`src/rtl/msg_display_scheduler_pkg.sv`:
```
`default_nettype none
// ---------------------------------------------------------------------------
// genius_msg_pkg: display code map, scheduler state encoding, code sanitiser.
// Rev 1.0
// ---------------------------------------------------------------------------
package genius_msg_pkg;

  localparam logic [3:0] MSG_OFF   = 4'd0;
  localparam logic [3:0] MSG_DIF1  = 4'd1;
  localparam logic [3:0] MSG_DIF2  = 4'd2;
  localparam logic [3:0] MSG_DIF3  = 4'd3;
  localparam logic [3:0] MSG_VEL1  = 4'd4;
  localparam logic [3:0] MSG_VEL2  = 4'd5;
  localparam logic [3:0] MSG_PC    = 4'd6;
  localparam logic [3:0] MSG_PVP   = 4'd7;
  localparam logic [3:0] MSG_ERRO  = 4'd8;
  localparam logic [3:0] MSG_SUSS  = 4'd9;
  localparam logic [3:0] MSG_DIGI  = 4'd10;
  localparam logic [3:0] MSG_RESP  = 4'd11;
  localparam logic [3:0] MSG_ZERO  = 4'd12;
  localparam logic [3:0] MSG_BLANK = 4'd13;
  localparam logic [3:0] MSG_CONT  = 4'd14;
  localparam logic [3:0] MSG_RSVD  = 4'd15;

  typedef enum logic [0:0] {
    ST_IDLE = 1'b0,
    ST_SHOW = 1'b1
  } state_e;

  // The decoder has no glyph for 15, so it is shown as blank.
  function automatic logic [3:0] sanitize_code(input logic [3:0] code);
    return (code == MSG_RSVD) ? MSG_BLANK : code;
  endfunction

endpackage
`default_nettype wire

```
`src/rtl/msg_display_scheduler_tick_prescaler.sv`:
```
`default_nettype none
// ---------------------------------------------------------------------------
// tick_prescaler: free-running 0..TICK_DIV-1 counter, tick on the wrap cycle.
// Rev 1.0
// ---------------------------------------------------------------------------
module tick_prescaler #(
  parameter int TICK_DIV = 25000000
) (
  input  logic clk,
  input  logic rst,
  input  logic clr,
  output logic tick
);

  localparam int CW = (TICK_DIV > 1) ? $clog2(TICK_DIV) : 1;
  localparam logic [CW-1:0] CNT_LAST = CW'(TICK_DIV - 1);

  logic [CW-1:0] cnt_q;

  assign tick = (cnt_q == CNT_LAST);

  always_ff @(posedge clk or posedge rst) begin
    if (rst) begin
      cnt_q <= '0;
    end else if (clr || tick) begin
      cnt_q <= '0;
    end else begin
      cnt_q <= cnt_q + 1'b1;
    end
  end

endmodule
`default_nettype wire

```
`src/rtl/msg_display_scheduler.sv`:
```
`default_nettype none
// ---------------------------------------------------------------------------
// msg_display_scheduler: background code with timed, optionally blinking,
// one-shot message overlay and a one-deep pending slot. Rev 1.0
// ---------------------------------------------------------------------------
module msg_display_scheduler
  import genius_msg_pkg::*;
#(
  parameter int TICK_DIV   = 25000000,
  parameter int HOLD_TICKS = 4
) (
  input  logic       clk,
  input  logic       rst,
  input  logic [3:0] bg_code,
  input  logic [3:0] msg_code,
  input  logic       msg_blink,
  input  logic       msg_req,
  output logic       msg_ready,
  input  logic       flush,
  output logic [3:0] disp_code,
  output logic       busy,
  output logic       msg_done
);

  localparam int HW = $clog2(HOLD_TICKS + 1);
  localparam logic [HW-1:0] HOLD_LAST = HW'(HOLD_TICKS - 1);

  state_e        state_q, state_d;
  logic [3:0]    cur_code_q, cur_code_d;
  logic          cur_blink_q, cur_blink_d;
  logic          phase_q, phase_d;
  logic [HW-1:0] hold_q, hold_d;
  logic          pend_valid_q, pend_valid_d;
  logic [3:0]    pend_code_q, pend_code_d;
  logic          pend_blink_q, pend_blink_d;
  logic [3:0]    disp_q, disp_d;
  logic          busy_q;
  logic          load, done, tick, xfer;

  assign msg_ready = ~pend_valid_q & ~flush;
  assign xfer      = msg_req & msg_ready;
  assign msg_done  = done;
  assign disp_code = disp_q;
  assign busy      = busy_q;

  tick_prescaler #(
    .TICK_DIV(TICK_DIV)
  ) u_prescaler (
    .clk (clk),
    .rst (rst),
    .clr (load),
    .tick(tick)
  );

  always_comb begin
    state_d      = state_q;
    cur_code_d   = cur_code_q;
    cur_blink_d  = cur_blink_q;
    phase_d      = phase_q;
    hold_d       = hold_q;
    pend_valid_d = pend_valid_q;
    pend_code_d  = pend_code_q;
    pend_blink_d = pend_blink_q;
    load         = 1'b0;
    done         = 1'b0;

    if (flush) begin
      state_d      = ST_IDLE;
      pend_valid_d = 1'b0;
      hold_d       = '0;
    end else begin
      case (state_q)
        ST_IDLE: begin
          if (xfer) begin
            cur_code_d  = sanitize_code(msg_code);
            cur_blink_d = msg_blink;
            load        = 1'b1;
          end
        end
        ST_SHOW: begin
          if (tick && (hold_q == HOLD_LAST)) begin
            done   = 1'b1;
            hold_d = '0;
            // Back-to-back: pending first, otherwise a same-cycle request.
            if (pend_valid_q) begin
              cur_code_d   = pend_code_q;
              cur_blink_d  = pend_blink_q;
              pend_valid_d = 1'b0;
              load         = 1'b1;
            end else if (xfer) begin
              cur_code_d  = sanitize_code(msg_code);
              cur_blink_d = msg_blink;
              load        = 1'b1;
            end else begin
              state_d = ST_IDLE;
            end
          end else begin
            if (tick) begin
              hold_d  = hold_q + 1'b1;
              phase_d = ~phase_q;
            end
            if (xfer) begin
              pend_valid_d = 1'b1;
              pend_code_d  = sanitize_code(msg_code);
              pend_blink_d = msg_blink;
            end
          end
        end
        default: state_d = ST_IDLE;
      endcase
    end

    if (load) begin
      state_d = ST_SHOW;
      hold_d  = '0;
      phase_d = 1'b1;
    end

    if (state_d == ST_SHOW) begin
      disp_d = (cur_blink_d && !phase_d) ? MSG_BLANK : cur_code_d;
    end else begin
      disp_d = sanitize_code(bg_code);
    end
  end

  always_ff @(posedge clk or posedge rst) begin
    if (rst) begin
      state_q      <= ST_IDLE;
      cur_code_q   <= MSG_BLANK;
      cur_blink_q  <= 1'b0;
      phase_q      <= 1'b1;
      hold_q       <= '0;
      pend_valid_q <= 1'b0;
      pend_code_q  <= MSG_BLANK;
      pend_blink_q <= 1'b0;
      disp_q       <= MSG_BLANK;
      busy_q       <= 1'b0;
    end else begin
      state_q      <= state_d;
      cur_code_q   <= cur_code_d;
      cur_blink_q  <= cur_blink_d;
      phase_q      <= phase_d;
      hold_q       <= hold_d;
      pend_valid_q <= pend_valid_d;
      pend_code_q  <= pend_code_d;
      pend_blink_q <= pend_blink_d;
      disp_q       <= disp_d;
      busy_q       <= (state_d == ST_SHOW);
    end
  end

endmodule
`default_nettype wire

```
`config.mk`:
```
export PLATFORM = sky130hd
export DESIGN_NAME = msg_display_scheduler
export DESIGN_NICKNAME = d
export VERILOG_FILES = /design/src/rtl/msg_display_scheduler_pkg.sv /design/src/rtl/msg_display_scheduler_tick_prescaler.sv /design/src/rtl/msg_display_scheduler.sv
export SDC_FILE = /design/constraint.sdc
export NUM_CORES = 1
export LEC_CHECK = 0
export ABC_AREA = 1
export ABC_CLOCK_PERIOD_IN_PS = 2300
export BUFFER_PORTS_ARGS = -buffer_cell sky130_fd_sc_hd__buf_2
export CAP_MARGIN = 20
export CORE_UTILIZATION = 60
export CTS_BUF_LIST = sky130_fd_sc_hd__clkbuf_8 sky130_fd_sc_hd__clkbuf_16
export DETAILED_ROUTE_END_ITERATION = 12
export PLACE_DENSITY = 0.82
export SLEW_MARGIN = 20
export SYNTH_ARGS = -nofsm -noshare
export SYNTH_HDL_FRONTEND = slang
export SYNTH_SLANG_ARGS = --single-unit
```
`constraint.sdc`:
```
create_clock -name clk -period 2.3 [get_ports clk]
set_clock_uncertainty 0.05 [all_clocks]
set_input_delay 0.23 -clock clk [delete_from_list [all_inputs] [get_ports clk]]
set_output_delay 0.23 -clock clk [all_outputs]
set_load 0.05 [all_outputs]
```
==> flow_summary.toml <==
[timing]
rsz0062_at_grt = "no"
tightestPinTransition_ns = 0.472
finalSetupViolCount = 0
hold_slack_ns = 0.119
setup_tns_ns = 0
min_period_over_period_pct = 93.9
fmax_ghz = 0.463
hold_viol = 0
relSlewSlack_pct = 68.2
period_needed_ns = 2.16
maxSlewViolCount = 0

[power_and_ir_drop]
internal_power_mw = 1.49
p_switching_mw = 0.639
ir_drop_uv = 401
leakage_nw = 1.40
clock_power_share_pct = 33.5
pwr-share-seq_pct = 46.6
p_per_area_nw_per_um2 = 688
combPwrFrac_pct = 19.9
netSwitchingFraction_pct = 30.1

[die]
initial_core_util_pct = 63.1
pin_count = 20
die_w_um = 70.1
dieArea_sq_um = 4920
rows = 24
coreArea_sq_um = 4410
fp.dieH_um = 70.1

[yosys]
synth_area_leader_cell = "dfrtp_1"
synth_edf_count = 0
syn-instance-count = 368
synth_warnings = 0
synth-simple-area-share_pct = 43.2
synth-async-reset-ratio_pct = 100
synth_adder_area_share_pct = 0.898
synth_area_leaders = "dfrtp_1 (31%), nand2_1 (10%), dfstp_2 (9.4%)"
synth_cell_types = 35
synth_top_family_by_area = "simple AND/OR/NAND/NOR gates"
avgSynthCellArea_sq_um = 7.57
synth.most_common_cell = "nand2_1"
synth_compound_area_share_pct = 4.13
ys_seq_area_share_pct = 40.9
muxShareOfSynthArea_pct = 0
synth_top_area_share_pct = 31.4
synth_area_sq_um = 2790
synthFlopType = "dfrtp_1"
synth_xor_area_share_pct = 2.52
ys_seq_elements = 45
synth_nets = 383
synthTopCellsByCount = "nand2_1 (74), nor2_1 (56), inv_1 (53)"

[critical_path]
cpMaxStageDelayCell = "dfrtp_1"
cp.required_ns = 2.02
crit_fanout = 5
path_class = "reg -> out"
crit_chain = "ha_1, nand2_2, nor2_4, nand2_1, nor2_1, nand3_1, nor2_2, buf_6"
worstSetupStartpointType = "register"
worstPathArrival_ns = 1.88
cp-end-kind = "output pin"
critPathMaxStageDelay_ns = 0.38
r2r_slack_ns = 0.30

[place]
portBuffers = 19
routabilityCongestion = 0.920
dp_hpwl_um = 4590
placed_cell_area_sq_um = 2940

[detailed_routing]
drtIter0Drc = 196
num_vias = 2472
final_antenna_net_count = 0
routed_wl_um = 6210
post_drt_via_cell_ratio = 5.54
drc = 0
firstDrtPassIters = 4
wl_per_cell_um = 13.9

[global_route]
grt_max_degree = 26
grt_pass1_wl_um = 10600
overflow = 0
first_global_vias = 2330
track_usage_pct = 27.3
antenna_found_initial = 0

[clock_tree]
htreeDepth = 2
clock-root-buffer = "clkbuf_8"
cts_tree = "done"
cts_sinks = 45
cts.path.max_buffers = 2
numCtsBuffers = 5
insertion_delay_ns = 0.30
clk_pin_slew_worst_paths_ns = 0.09
cts_setup_buffers = 0

[cells_and_area]
layout-drive-gt1-share_pct = 20.3
antenna_cells = 0
design_area_sq_um = 3090
final_nets = 408
syn2layout_area_growth_pct = 11.0

[run_status]
run_status = "finished clean"

[min_path]
hold_class = "in -> reg"

[run]
max-cap-violations = 0
per-stage QoR:
| step | utilization [%] | cells | total power [mW] | setup slack (ns) |
|---|---|---|---|---|
| floorplan | - | 368 | 1.32 | 0.171 |
| global placement | 66.6 | 437 | 1.41 | 0.407 |
| detailed placement | 66.6 | 437 | 1.42 | 0.336 |
| CTS | 69.9 | 446 | 2.13 | 0.0615 |
| global route | 70.0 | 446 | 2.23 | 0.0201 |
| finish | 70.0 | 446 | 2.13 | 0.140 |
cell families after synthesis:
logic type                 count (synthesis)
buffers and inverters                     60
xor gates and xnor gates                   8
adders and majority gates                  2
AOI/OAI and AO/OA                         20
DFF                                       45
and+or+nand+nor                          233
path summary, 6_finish.rpt:
kind,end,from,cells after the start
max in group asynchronous,cur_code_q[3],rst,4
max reg2reg,u_prescaler.cnt_q[9],u_prescaler.cnt_q[0],10
min,disp_code[0],bg_code[0],3
min reg2reg,u_prescaler.cnt_q[0],u_prescaler.cnt_q[0],1
min in group asynchronous,pend_blink_q,rst,3
max,msg_done,u_prescaler.cnt_q[0],8
metal layers:
metal / GRT usage (%) / part of all wire [%]
met1: 39.0 / 46
met2: 42.8 / 47
met3: 5.05 / 5.2
met4: 7.11 / 1.1
met5: 0 / 0
state kept, by name, summed over array words and instances (netlist names):
| register | count |
|---|---|
| disp_code | 4 |
| pend_blink_q | 1 |
| u_prescaler.cnt_q | 25 |
| hold_q | 3 |
| pend_code_q | 4 |
| busy | 1 |
| cur_blink_q | 1 |
| pend_valid_q | 1 |
| cur_code_q | 4 |
| phase_q | 1 |
worst max-delay path: cells and delay by family, from the launching register on:
kind	cells	cell delay, ns
fa+ha+maj	1	0.22
buf+inv	1	0.18
flops	1	0.38
simple gates	6	0.82
power groups by stage:
stage | clock [mW] | combinational, mW | sequential, mW
6_report | 0.711 | 0.424 | 0.991
2_1_floorplan | 0 | 0.293 | 1.03
3_5_place_dp | 0 | 0.421 | 1.00
5_1_grt | 0.749 | 0.482 | 1.00
4_1_cts | 0.718 | 0.425 | 0.989
3_3_place_gp | 0 | 0.408 | 0.999
cells in the final DEF (no fill, tap or decap), drive strengths merged:
cell / count
nor2: 73
a31oi: 1
nand4: 13
nor3b: 7
a311oi: 1
nor3: 13
nand3: 35
xor2: 7
or2: 1
nand3b: 1
dlygate4sd3: 1
o211ai: 1
dfrtp: 35
bufinv: 2
o21ai: 12
clkbuf: 5
clkinv: 2
dfstp: 10
inv: 54
buf: 22
a21oi: 5
ha: 2
xnor2: 1
nand2: 86
nor4: 4
repair_timing:
action | CTS | global route
endpoints found under the setup margin | 0 | 1
endpoints found under the hold margin | 4 | 0
resized for setup | 0 | 3
hold buffers | 1 | 0
cell type report:
type / count / area [sq um]
clock buffers: 5 / 68.8
clock inverters: 3 / 65.1
fillers: 365 / 1320
inverters: 55 / 206
multi-input cells: 263 / 1410
flip-flops and latches: 45 / 1140
well taps: 52 / 65.1
repair buffers: 23 / 134
(Power assumes the default switching activity.)
